[config.mk]
export PLATFORM = sky130hd
export DESIGN_NAME = logic_unit_p
export DESIGN_NICKNAME = d
export VERILOG_FILES = /design/src/rtl/logic_unit_p.sv
export SDC_FILE = /design/constraint.sdc
export NUM_CORES = 1
export LEC_CHECK = 0
export CAP_MARGIN = 5
export CORE_ASPECT_RATIO = 1.4
export CORE_MARGIN = 2
export CORE_UTILIZATION = 34
export DETAILED_ROUTE_END_ITERATION = 7
export GPL_ROUTABILITY_DRIVEN = 0
export PLACE_DENSITY = 0.6
export SYNTH_ARGS = -nofsm -noshare
export SYNTH_HDL_FRONTEND = slang
export SYNTH_SLANG_ARGS = --single-unit
[constraint.sdc]
create_clock -name clk -period 2.7 [get_ports clk]
set_input_delay 0.54 -clock clk [delete_from_list [all_inputs] [get_ports clk]]
set_output_delay 0.54 -clock clk [all_outputs]
set_load 0.01 [all_outputs]
[src/rtl/logic_unit_p.sv]
`default_nettype none
// +--------------------------------------------------------------------------+
// | Module   : logic_unit_p                                                  |
// | Purpose  : Bitwise logic op unit with zero flag and a HOLD-cycle busy    |
// |            flag that blocks new opcodes while it is high.                |
// | Revision : 1.0  initial release                                          |
// +--------------------------------------------------------------------------+
module logic_unit_p #(
    parameter int               WIDTH   = 8,
    parameter int               OPW     = 4,
    parameter int               HOLD    = 3,
    parameter logic [OPW-1:0]   OP_AND  = OPW'(4'b1110),
    parameter logic [OPW-1:0]   OP_OR   = OPW'(4'b1101),
    parameter logic [OPW-1:0]   OP_XOR  = OPW'(4'b1100),
    parameter logic [OPW-1:0]   OP_NOT  = OPW'(4'b1011),
    parameter logic [OPW-1:0]   OP_NAND = OPW'(4'b1010),
    parameter logic [OPW-1:0]   OP_NOR  = OPW'(4'b1001)
) (
    input  logic             clk,
    input  logic             rst,
    input  logic [OPW-1:0]   ctr1,
    input  logic [WIDTH-1:0] data1,
    input  logic [WIDTH-1:0] data2,
    output logic [WIDTH-1:0] out,
    output logic             zero,
    output logic             ctr
);

    localparam int            C_CW       = $clog2(HOLD + 1);
    localparam logic [C_CW-1:0] C_CNT_LOAD = C_CW'(HOLD - 1);

    typedef enum logic [0:0] {
        IDLE = 1'b0,
        BUSY = 1'b1
    } state_t;

    state_t            r_state, w_state_nxt;
    logic [C_CW-1:0]   r_cnt, w_cnt_nxt;
    logic [WIDTH-1:0]  r_out, w_out_nxt;
    logic              r_zero, w_zero_nxt;
    logic              w_hit;
    logic [WIDTH-1:0]  w_result;

    // Priority chain resolves colliding opcode parameters: AND first, NOR last.
    always_comb begin
        w_hit    = 1'b1;
        w_result = '0;
        if (ctr1 == OP_AND)       w_result = data1 & data2;
        else if (ctr1 == OP_OR)   w_result = data1 | data2;
        else if (ctr1 == OP_XOR)  w_result = data1 ^ data2;
        else if (ctr1 == OP_NOT)  w_result = ~data1;
        else if (ctr1 == OP_NAND) w_result = ~(data1 & data2);
        else if (ctr1 == OP_NOR)  w_result = ~(data1 | data2);
        else                      w_hit    = 1'b0;
    end

    always_comb begin
        w_state_nxt = r_state;
        w_cnt_nxt   = r_cnt;
        w_out_nxt   = r_out;
        w_zero_nxt  = r_zero;
        case (r_state)
            IDLE: begin
                if (w_hit) begin
                    w_out_nxt   = w_result;
                    w_zero_nxt  = (w_result == '0);
                    w_cnt_nxt   = C_CNT_LOAD;
                    w_state_nxt = BUSY;
                end
            end
            BUSY: begin
                // Inputs are ignored here; the counter alone sets the hold length.
                if (r_cnt == '0) w_state_nxt = IDLE;
                else             w_cnt_nxt   = r_cnt - 1'b1;
            end
            default: w_state_nxt = IDLE;
        endcase
    end

    always_ff @(posedge clk) begin
        if (rst) begin
            r_state <= IDLE;
            r_cnt   <= '0;
            r_out   <= '0;
            r_zero  <= 1'b0;
        end else begin
            r_state <= w_state_nxt;
            r_cnt   <= w_cnt_nxt;
            r_out   <= w_out_nxt;
            r_zero  <= w_zero_nxt;
        end
    end

    assign out  = r_out;
    assign zero = r_zero;
    assign ctr  = (r_state == BUSY);

endmodule
`default_nettype wire

# Yosys cells after proc, flatten, opt, wreduce, memory -nomap -nowiden
# Index checks and enable logic that the tools add are counted.
[totals] regBits=12 in_bits=22 wordCells=42 out_inout_bits=10
[op_classes] eq_ne=8 n_addsub=1 n_reduce_logical=4 n_mux=18 bitwise=7
[ops] operator="2-to-1 mux 8 bit" count=6
[ops] operator="equality test 4 bit, second input constant" count=6
[ops] operator="inverter 8 bit" count=3
[ops] operator="bitwise AND 8 bit" count=1
[ops] operator="logical NOT 8 bit" count=1
[ops] operator="2-to-1 mux 1 bit" count=8
[ops] operator="bitwise OR 8 bit" count=1
[ops] operator="bitwise XOR 8 bit" count=1
[ops] operator="2-to-1 mux 2 bit" count=2
[ops] operator="!= test 2 bit, second input constant" count=2
[ops] operator="case mux 2 bit (2 select lines)" count=1
[ops] operator="AND reduction 2 bit" count=2
[ops] operator="logical NOT 2 bit" count=1
[ops] operator="case mux 1 bit (2 select lines)" count=1
[ops] operator="subtractor 2 x 1 -> 2 bit, second input constant" count=1
[ops] operator="inverter 1 bit" count=1

# Depth between registers and ports, before layout
# Gate-level depths: netlist of the first run.
[logic_depth] word_depth=9 mapped_depth=8 mapped_depth_nobuf=8

# Worst setup path after synthesis of the first run
# OpenSTA, ideal clock, no wires.
[synth_timing] path_kind="input to register" startpoint="in data1[6]" endpoint="reg r_zero, in the netlist zero" stages=8 arrival_time_ps=2013 setup_ps=87 setup_slack_ps=600 path_buffers=0 required_ps=2613 path_cell_list="inv_1 > ha_1 > nor2_1 > o32ai_1 > a221oi_2 > nor2_1 > or4b_1 > o31ai_1"
[synth_between] elab_chain_len=9 word_cells_on_any_way=13 cone_classes="mux (6); bitwise (6); reduce/logical (1)"
[synth_rtl] element="from (decl)" line="22" source="input logic [WIDTH-1:0] data1,"
[synth_rtl] element="bitwise OR 8 bit" line="49, 53"
[synth_rtl] element="inverter 8 bit" line="53" source="else if (ctr1 == OP_NOR) w_result = ~(data1 | data2);"
[synth_rtl] element="2-to-1 mux 8 bit" line="53"
[synth_rtl] element="2-to-1 mux 8 bit" line="52" source="else if (ctr1 == OP_NAND) w_result = ~(data1 & data2);"
[synth_rtl] element="2-to-1 mux 8 bit" line="51" source="else if (ctr1 == OP_NOT) w_result = ~data1;"
[synth_rtl] element="2-to-1 mux 8 bit" line="50" source="else if (ctr1 == OP_XOR) w_result = data1 ^ data2;"
[synth_rtl] element="2-to-1 mux 8 bit" line="49" source="else if (ctr1 == OP_OR) w_result = data1 | data2;"
[synth_rtl] element="2-to-1 mux 8 bit *" line="48" source="if (ctr1 == OP_AND) w_result = data1 & data2;"
[synth_rtl] element="logical NOT 8 bit *" line="66" source="w_zero_nxt = (w_result == '0);"
[synth_rtl] element="to (signal assigned)" line="90" source="r_zero <= w_zero_nxt;"
[synth_rtl] element="to (decl)" line="40" source="logic r_zero, w_zero_nxt;"
# Mark *: on every way between the ends. The rest lies on a longest branch, timed or not.
# A chain may end at the register's enable or synchronous reset.

# Worst setup path after layout of the first run
# Ends and elaborated chain as after synthesis.

==> reports/qor_table.md, run 1 <==
| Result | This run | Unit |
|:---|:---|:---|
| Result of the run | finished clean | - |
| Total number of vias | 1286 | - |
| Number of buffers inserted for hold repair after clock tree synthesis | 0 | - |
| Worst Path Required | 2.86 | ns |
| Worst IR drop on VDD | 0.255 | mV |
| Switching power | 166 | uW |
| CTS root buffer | sky130_fd_sc_hd__clkbuf_8 | - |
| Part of the power in combinational logic | 37.1 | % |
| Clk network pwr share | 28.5 | % |
| Critical path's top delay family | simple AND/OR/NAND/NOR gates | - |
| Port buffer count | 31 | - |
| Layout cell share with drive strength beyond 1 | 13.2 | % |
| Synthesis-stage register bit count | 12 | - |
| Initial drt markers | 31 | - |
| Post-route DRC | 0 | - |
| Post-Layout Inst Area | 1730 | sq um |
| Die Width | 55.5 | um |
| Headroom to the max-slew limit | 74.9 | % |
| TritonCTS clock tree | done | - |
| Source of the worst hold timing path | out[1] | - |
| Area occupied by registers | 240 | sq um |
| Internal portion of total power | 396 | uW |
| Critical path origin | data1[6] | - |
| Switching power share of the total | 29.6 | % |
| Placed cells | 244 | - |
| Multi-input combinational cell area | 860 | sq um |
| Clk sink count | 12 | - |
| Number of synthesis warnings | 0 | - |
| Total Die Area | 4230 | sq um |
| Final min period | 2.45 | ns |
| Class of the most critical hold timing path | flip-flop to flip-flop | - |
| Post-Syn Nets | 202 | - |
| Via count of the first global-routing pass | 1228 | - |
| Clock Path Buffers | 2 | - |
| Total grt overflow | 0 | - |
| Arr. time, crit path | 2.60 | ns |
| Number of antenna violations at the first check in global routing | 0 | - |
| Longest individual stage delay on the worst path | 0.52 | ns |
| Number of cells upsized or downsized after cts | 0 | - |
| Number of nets in the finished design | 246 | - |
| Number of detailed-route iterations in the first pass | 4 | - |
| Final worst hold slack | 0.462 | ns |
| Share of synthesized registers carrying an async set or reset | 0 | % |
| Period Utilization, post-route | 90.7 | % |
| DPL Wire Length | 2420 | um |
| Commonest register cell after synthesis | sky130_fd_sc_hd__dfxtp_1 | - |
| Dominant cell type by area after synthesis | sky130_fd_sc_hd__dfxtp_1 | - |
| Crit Path Class | input pin to flip-flop | - |
| Core region area | 3610 | sq um |
| Most instantiated library cell after synthesis | sky130_fd_sc_hd__nor2_1 | - |
| DRT Wirelength | 2830 | um |
| Final antenna-violating net count | 0 | - |
| Total power per unit cell area | 325 | nW/um^2 |
| Count of inserted antenna diode cells | 0 | - |
| Leakage | 0.764 | nW |
| Synth Cell Area | 1260 | sq um |
| Chain of cells forming the critical path | clkdlybuf4s50_1 > inv_1 > ha_1 > nor2_1 > o32ai_1 > a221oi_2 > nor2_1 > or4b_1 > o31ai_1 | - |
| Mean instance size in the synthesized netlist | 7.75 | sq um |
| Setup repair after global routing missed its margin | false | - |
| Slew @ Worst Pin | 0.376 | ns |
| Largest clock skew in the final design | 0.00100 | ns |
| Crit end category | flip-flop | - |
| Area grow syn2layout | 36.8 | % |
| Number of endpoints failing setup at the final stage | 0 | - |
| Area share of the leading cell type in the synthesized netlist | 19.0 | % |
| First-pass GRT wire length | 5060 | um |
| Number of synthesized flops with an enable pin | 0 | - |
| Vias/cell | 5.21 | - |
| Top cell types by occurrence after synthesis | sky130_fd_sc_hd__nor2_1, sky130_fd_sc_hd__inv_1, sky130_fd_sc_hd__ha_1 | - |
| Boundary Pins | 32 | - |
| Max-cap viol count | 0 | - |
| Total track usage | 14.3 | % |
| H-tree lvl count | 1 | - |
| Buffers inserted during post-CTS setup optimization | 0 | - |
| Maximum clock rate | 0.408 | GHz |
| Combined buffer and inverter count along the critical path | 2 | - |
| Sort of element at the start of the critical path | input pin | - |
| Power share of the sequential group | 34.4 | % |
| Initial Util | 35.0 | % |
| Max-slew violation count | 0 | - |
| Number of cells produced by synthesis | 163 | - |
| Library cells used by synthesis | 41 | - |
| Die Y-Extent | 76.1 | um |
| Clock latency reported for the late side of the worst-skew pair | 0.24 | ns |
| Number of fill cells in the layout | 363 | - |
| Final count of hold timing violations | 0 | - |
| Most repeated library cell on the critical path | sky130_fd_sc_hd__nor2_1 | - |
| Reg clk slew, reported paths | 0.05 | ns |
| Dominant cells by area after synthesis | sky130_fd_sc_hd__dfxtp_1, sky130_fd_sc_hd__ha_1, sky130_fd_sc_hd__nor2_1, sky130_fd_sc_hd__mux2i_1, sky130_fd_sc_hd__inv_1 | - |
| Site row count | 26 | - |
| Cell with the biggest individual delay on the critical path | sky130_fd_sc_hd__or4b_1 | - |
| Count of placed standard cells in the final layout, fillers left out | 247 | - |
| Crit Reg-Reg Startpoint | ctr | - |
| Largest net degree at the start of global routing | 15 | - |
| Total clock buffers created by CTS | 3 | - |
| Sequential fraction of the synthesis area | 19.0 | % |
| Area of placed instances | 1690 | sq um |
| Post-detailed-route wirelength per cell | 11.4 | um |
| Maximum net fanout on the critical path | 2 | - |
layout by cell type (no fill, tap or decap), drive strengths merged, types with 2 or more instances in the layout:
cell,count
a211oi,6
a21oi,7
a221oi,6
a32oi,2
buf,19
clkbuf,3
clkdlybuf4s50,31
dfxtp,12
ha,17
inv,21
mux2i,8
nand2,7
nand2b,5
nand3,3
nand3b,2
nand4,2
nor2,24
nor2b,3
nor3,6
o21ai,3
o32ai,4
power groups by stage:
stage | combinational [mW] | clock [mW] | sequential, mW
3_3_place_gp | 0.202 | 0 | 0.196
4_1_cts | 0.209 | 0.165 | 0.194
6_report | 0.209 | 0.160 | 0.193
2_1_floorplan | 0.118 | 0 | 0.200
5_1_grt | 0.234 | 0.171 | 0.195
3_5_place_dp | 0.209 | 0 | 0.197
stage by stage:
stage	setup slack [ns]	utilization (%)	total power, mW	setup TNS, ns
2_1_floorplan	0.600	-	0.318	0
3_3_place_gp	-0.00218	46.7	0.399	-0.00218
3_5_place_dp	-0.0219	46.7	0.406	-0.0219
4_1_cts	0.239	47.9	0.568	0
5_1_grt	0.0346	47.9	0.600	0
6_report	0.251	47.9	0.562	0
metal layers:
layer	share of wire (%)	track usage, %	wire length [um]
met5	0	0	0
met4	2.5	7.32	70
met3	3.9	1.87	109
met2	51	25.8	1440
met1	43	15.9	1210
area by class of cell:
class / instances / area share [%]
clock buffers: 3 / 2.39
inverters: 22 / 4.78
multi-input cells: 118 / 49.7
flip-flops and latches: 12 / 13.9
well taps: 42 / 3.04
repair buffers: 50 / 26.2
sequential cells by signal, indices dropped and copies added, names as in the netlist:
name	count
out	8
ctr	1
zero	1
r_cnt	2
worst paths after layout:
| kind | to | slack, ns | cells past startpoint |
|---|---|---|---|
| worst min register to register | out[1] | 0.46 | 2 |
| worst max-delay path | zero | 0.25 | 9 |
| worst min-delay path | out[1] | 0.46 | 2 |
| worst max register to register | zero | 1.10 | 5 |
cells by family after synthesis:
logic type / count (synthesis) / share of synthesized area [%]
AO/OA/AOI/OAI: 37 / 22.9
adder cells (fa/ha/maj): 17 / 16.8
buffers and inverters: 33 / 13.1
flip-flops: 12 / 19.0
multiplexers: 8 / 6.34
AND/OR/NAND/NOR: 56 / 21.9
worst min-delay path: cells and delay by family, from the launching register on:
kind,cells,cell delay [ns]
AOI/OAI and AO/OA,1,0.06
and+or+nand+nor,1,0.05
DFF,1,0.30
Power figures use the tool's default switching activity.
==> inputs of run 2 (changes only) <==
--- a/config.mk
+++ b/config.mk
@@ -11,6 +11,8 @@
 export CORE_UTILIZATION = 34
 export DETAILED_ROUTE_END_ITERATION = 7
 export GPL_ROUTABILITY_DRIVEN = 0
+export GPL_TIMING_DRIVEN = 0
+export MAX_ROUTING_LAYER = met4
 export PLACE_DENSITY = 0.6
 export SYNTH_ARGS = -nofsm -noshare
 export SYNTH_HDL_FRONTEND = slang
==> run 2 against run 1 <==
Count of clock-buffer cells in the layout grew 1. Global-route usage grew 0.67 points. Largest cell class unchanged. Critical path type unchanged. Sequential cell count is the same. Critical path depth stayed put. Worst setup slack got worse by 0.053 ns. Routed wire length is 2.7% higher. Fmax fell by 2.1%. Final cell count fell by 3.6%. Sequential share of layout area up 0.55 points. Total power increased by 3.8%. Clock power is 21% higher. Clock skew increased by 0.00082 ns.
==> reports/qor_table.md, run 2 (synthesis results as in run 1) <==
| Result | This run | Unit | Change |
|:---|:---|:---|:---|
| Max-cap viol count | 0 | - | unchanged |
| Post-route DRC | 0 | - | unchanged |
| TritonCTS clock tree | done | - |  |
| Number of buffers inserted for hold repair after clock tree synthesis | 0 | - | unchanged |
| Placed cells | 234 | - | -4.1% |
| Largest clock skew in the final design | 0.00182 | ns | +0.000824 ns |
| Site row count | 26 | - | unchanged |
| Total track usage | 14.9 | % | +0.67 points |
| Count of placed standard cells in the final layout, fillers left out | 238 | - | -3.6% |
| First-pass GRT wire length | 5180 | um | +2.5% |
| Sort of element at the start of the critical path | input pin | - |  |
| Post-detailed-route wirelength per cell | 12.2 | um | +6.6% |
| Boundary Pins | 32 | - | unchanged |
| Number of antenna violations at the first check in global routing | 0 | - | unchanged |
| Utilization of the core after routing | 46.0 | % | -1.8 points |
| Number of fill cells in the layout | 378 | - | +4.1% |
| Slew @ Worst Pin | 0.571 | ns | +0.195 ns |
| Setup Slack @ Placement | -0.0552 | ns | -0.0333 ns |
| Clk sink count | 12 | - | unchanged |
| Worst IR drop on VDD | 0.255 | mV | about the same |
| Initial Util | 35.0 | % | unchanged |
| Die Width | 55.5 | um | unchanged |
| Crit Path Class | input pin to flip-flop | - |  |
| Initial drt markers | 39 | - | +26% |
| Total clock buffers created by CTS | 3 | - | unchanged |
| Final antenna-violating net count | 0 | - | unchanged |
| Max-slew violation count | 0 | - | unchanged |
| Final min period | 2.50 | ns | +0.0534 ns |
| Count of inserted antenna diode cells | 0 | - | unchanged |
| Headroom to the max-slew limit | 61.9 | % | -13 points |
| Largest net degree at the start of global routing | 11 | - | -4 |
| Sum Neg Setup Slack | 0 | ns | unchanged |
| Layout cell share with drive strength beyond 1 | 8.16 | % | -5.0 points |
| Period Utilization, post-route | 92.7 | % | +2.0 points |
| Leading cell types in the layout, fill and taps excluded | sky130_fd_sc_hd__clkdlybuf4s50_1, sky130_fd_sc_hd__nor2_1, sky130_fd_sc_hd__inv_1 | - |  |
| Total grt overflow | 0 | - | unchanged |
| Maximum clock rate | 0.400 | GHz | -2.1% |
| Leakage | 0.715 | nW | -6.4% |
| Via count of the first global-routing pass | 1273 | - | +3.7% |
| Number of nets in the finished design | 236 | - | -4.1% |
| Worst Path Required | 2.86 | ns | about the same |
| Total number of vias | 1267 | - | -1.5% |
| Max reg flops | 8 | - | unchanged |
| Maximum net fanout on the critical path | 3 | - | +1 |
| Clock Path Buffers | 2 | - | unchanged |
| Clock latency reported for the late side of the worst-skew pair | 0.24 | ns | about the same |
| Final count of hold timing violations | 0 | - | unchanged |
| Result of the run | finished clean | - |  |
| Class of the most critical hold timing path | flip-flop to flip-flop | - |  |
| DRT Wirelength | 2900 | um | +2.7% |
| Buffers inserted during post-CTS setup optimization | 0 | - | unchanged |
| Port buffer count | 29 | - | -6.5% |
| Core region area | 3610 | sq um | unchanged |
| Die Y-Extent | 76.1 | um | unchanged |
| Setup repair after global routing missed its margin | false | - |  |
| Number of cells upsized or downsized after cts | 0 | - | unchanged |
| Total power per unit cell area | 351 | nW/um^2 | +8.0% |
| Most frequent standard cell in the layout excluding fill and tap cells | sky130_fd_sc_hd__clkdlybuf4s50_1 | - |  |
| Number of endpoints failing setup at the final stage | 0 | - | unchanged |
| Arr. time, crit path | 2.66 | ns | +0.06 ns |
| Final worst-path setup slack | 0.198 | ns | -0.0534 ns |
| Total Die Area | 4230 | sq um | unchanged |
| DPL Wire Length | 2430 | um | +0.40% |
| Number of detailed-route iterations in the first pass | 4 | - | unchanged |
| Area grow syn2layout | 31.6 | % |  |
| Crit end category | flip-flop | - |  |
| Reg clk slew, reported paths | 0.05 | ns | about the same |
| H-tree lvl count | 1 | - | unchanged |
| CTS root buffer | sky130_fd_sc_hd__clkbuf_8 | - |  |
| Vias/cell | 5.32 | - | +2.2% |
[run 2: cell types whose count changed in the layout (fill, tap and decap cells not counted)]
cell                              delta
sky130_fd_sc_hd__buf_2               +2
sky130_fd_sc_hd__buf_4              -17
sky130_fd_sc_hd__clkbuf_1            +3
sky130_fd_sc_hd__clkdlybuf4s50_1     -2
sky130_fd_sc_hd__buf_12              +1
sky130_fd_sc_hd__buf_6               +2
sky130_fd_sc_hd__buf_1               +1
sky130_fd_sc_hd__clkbuf_8            +1
[run 2: layout make-up]
cell class | count | area (sq um) | area share [%]
clock buffers | 4 | 55.1 | 3.31
multi-input cells | 118 | 860 | 51.7
plain buffers | 11 | 82.6 | 4.97
flip-flops and latches | 12 | 240 | 14.4
well taps | 42 | 52.6 | 3.16
inverters | 22 | 82.6 | 4.97
repair buffers | 29 | 290 | 17.5
[run 2: report_power, final]
group / total [mW] / internal, mW / switching, mW
clock network: 0.193 / 0.129 / 0.0646
logic: 0.198 / 0.0994 / 0.0983
registers: 0.193 / 0.188 / 0.00558
[run 2: path summary, 6_finish.rpt]
check,startpoint,endpoint,slack [ns],cells past startpoint
min reg2reg,out[1],out[1],0.46,2
max reg2reg,ctr,out[2],1.11,5
min,out[1],out[1],0.46,2
max,data1[6],zero,0.20,9
[run 2: metal layers]
metal / global-route usage (%) / routed length, um / vias to the layer above
li1: - / - / 642
met1: 14.8 / 1210 / 585
met2: 28.2 / 1510 / 31
met3: 1.70 / 96 / 9
met4: 7.07 / 85 / 0
met5: - / 0 / -
[run 2: worst max-delay path, stage by stage]
cell and delay [ns]:
sky130_fd_sc_hd__clkdlybuf4s50_1 0.50, sky130_fd_sc_hd__inv_1 0.06, sky130_fd_sc_hd__ha_1 0.28, sky130_fd_sc_hd__nor2_1 0.09, sky130_fd_sc_hd__o32ai_1 0.10, sky130_fd_sc_hd__a221oi_2 0.27
sky130_fd_sc_hd__nor2_1 0.08, sky130_fd_sc_hd__or4b_1 0.52, sky130_fd_sc_hd__o31ai_1 0.22
[run 2: metrics by stage]
stage / hold slack (ns) / power, mW / cell area, sq um
detailed placement: 0.464 / 0.394 / 1610
global placement: 0.449 / 0.388 / 1610
floorplan: 0.481 / 0.318 / 1260
CTS: 0.472 / 0.589 / 1660
global route: 0.500 / 0.623 / 1660
finish: 0.463 / 0.584 / 1660
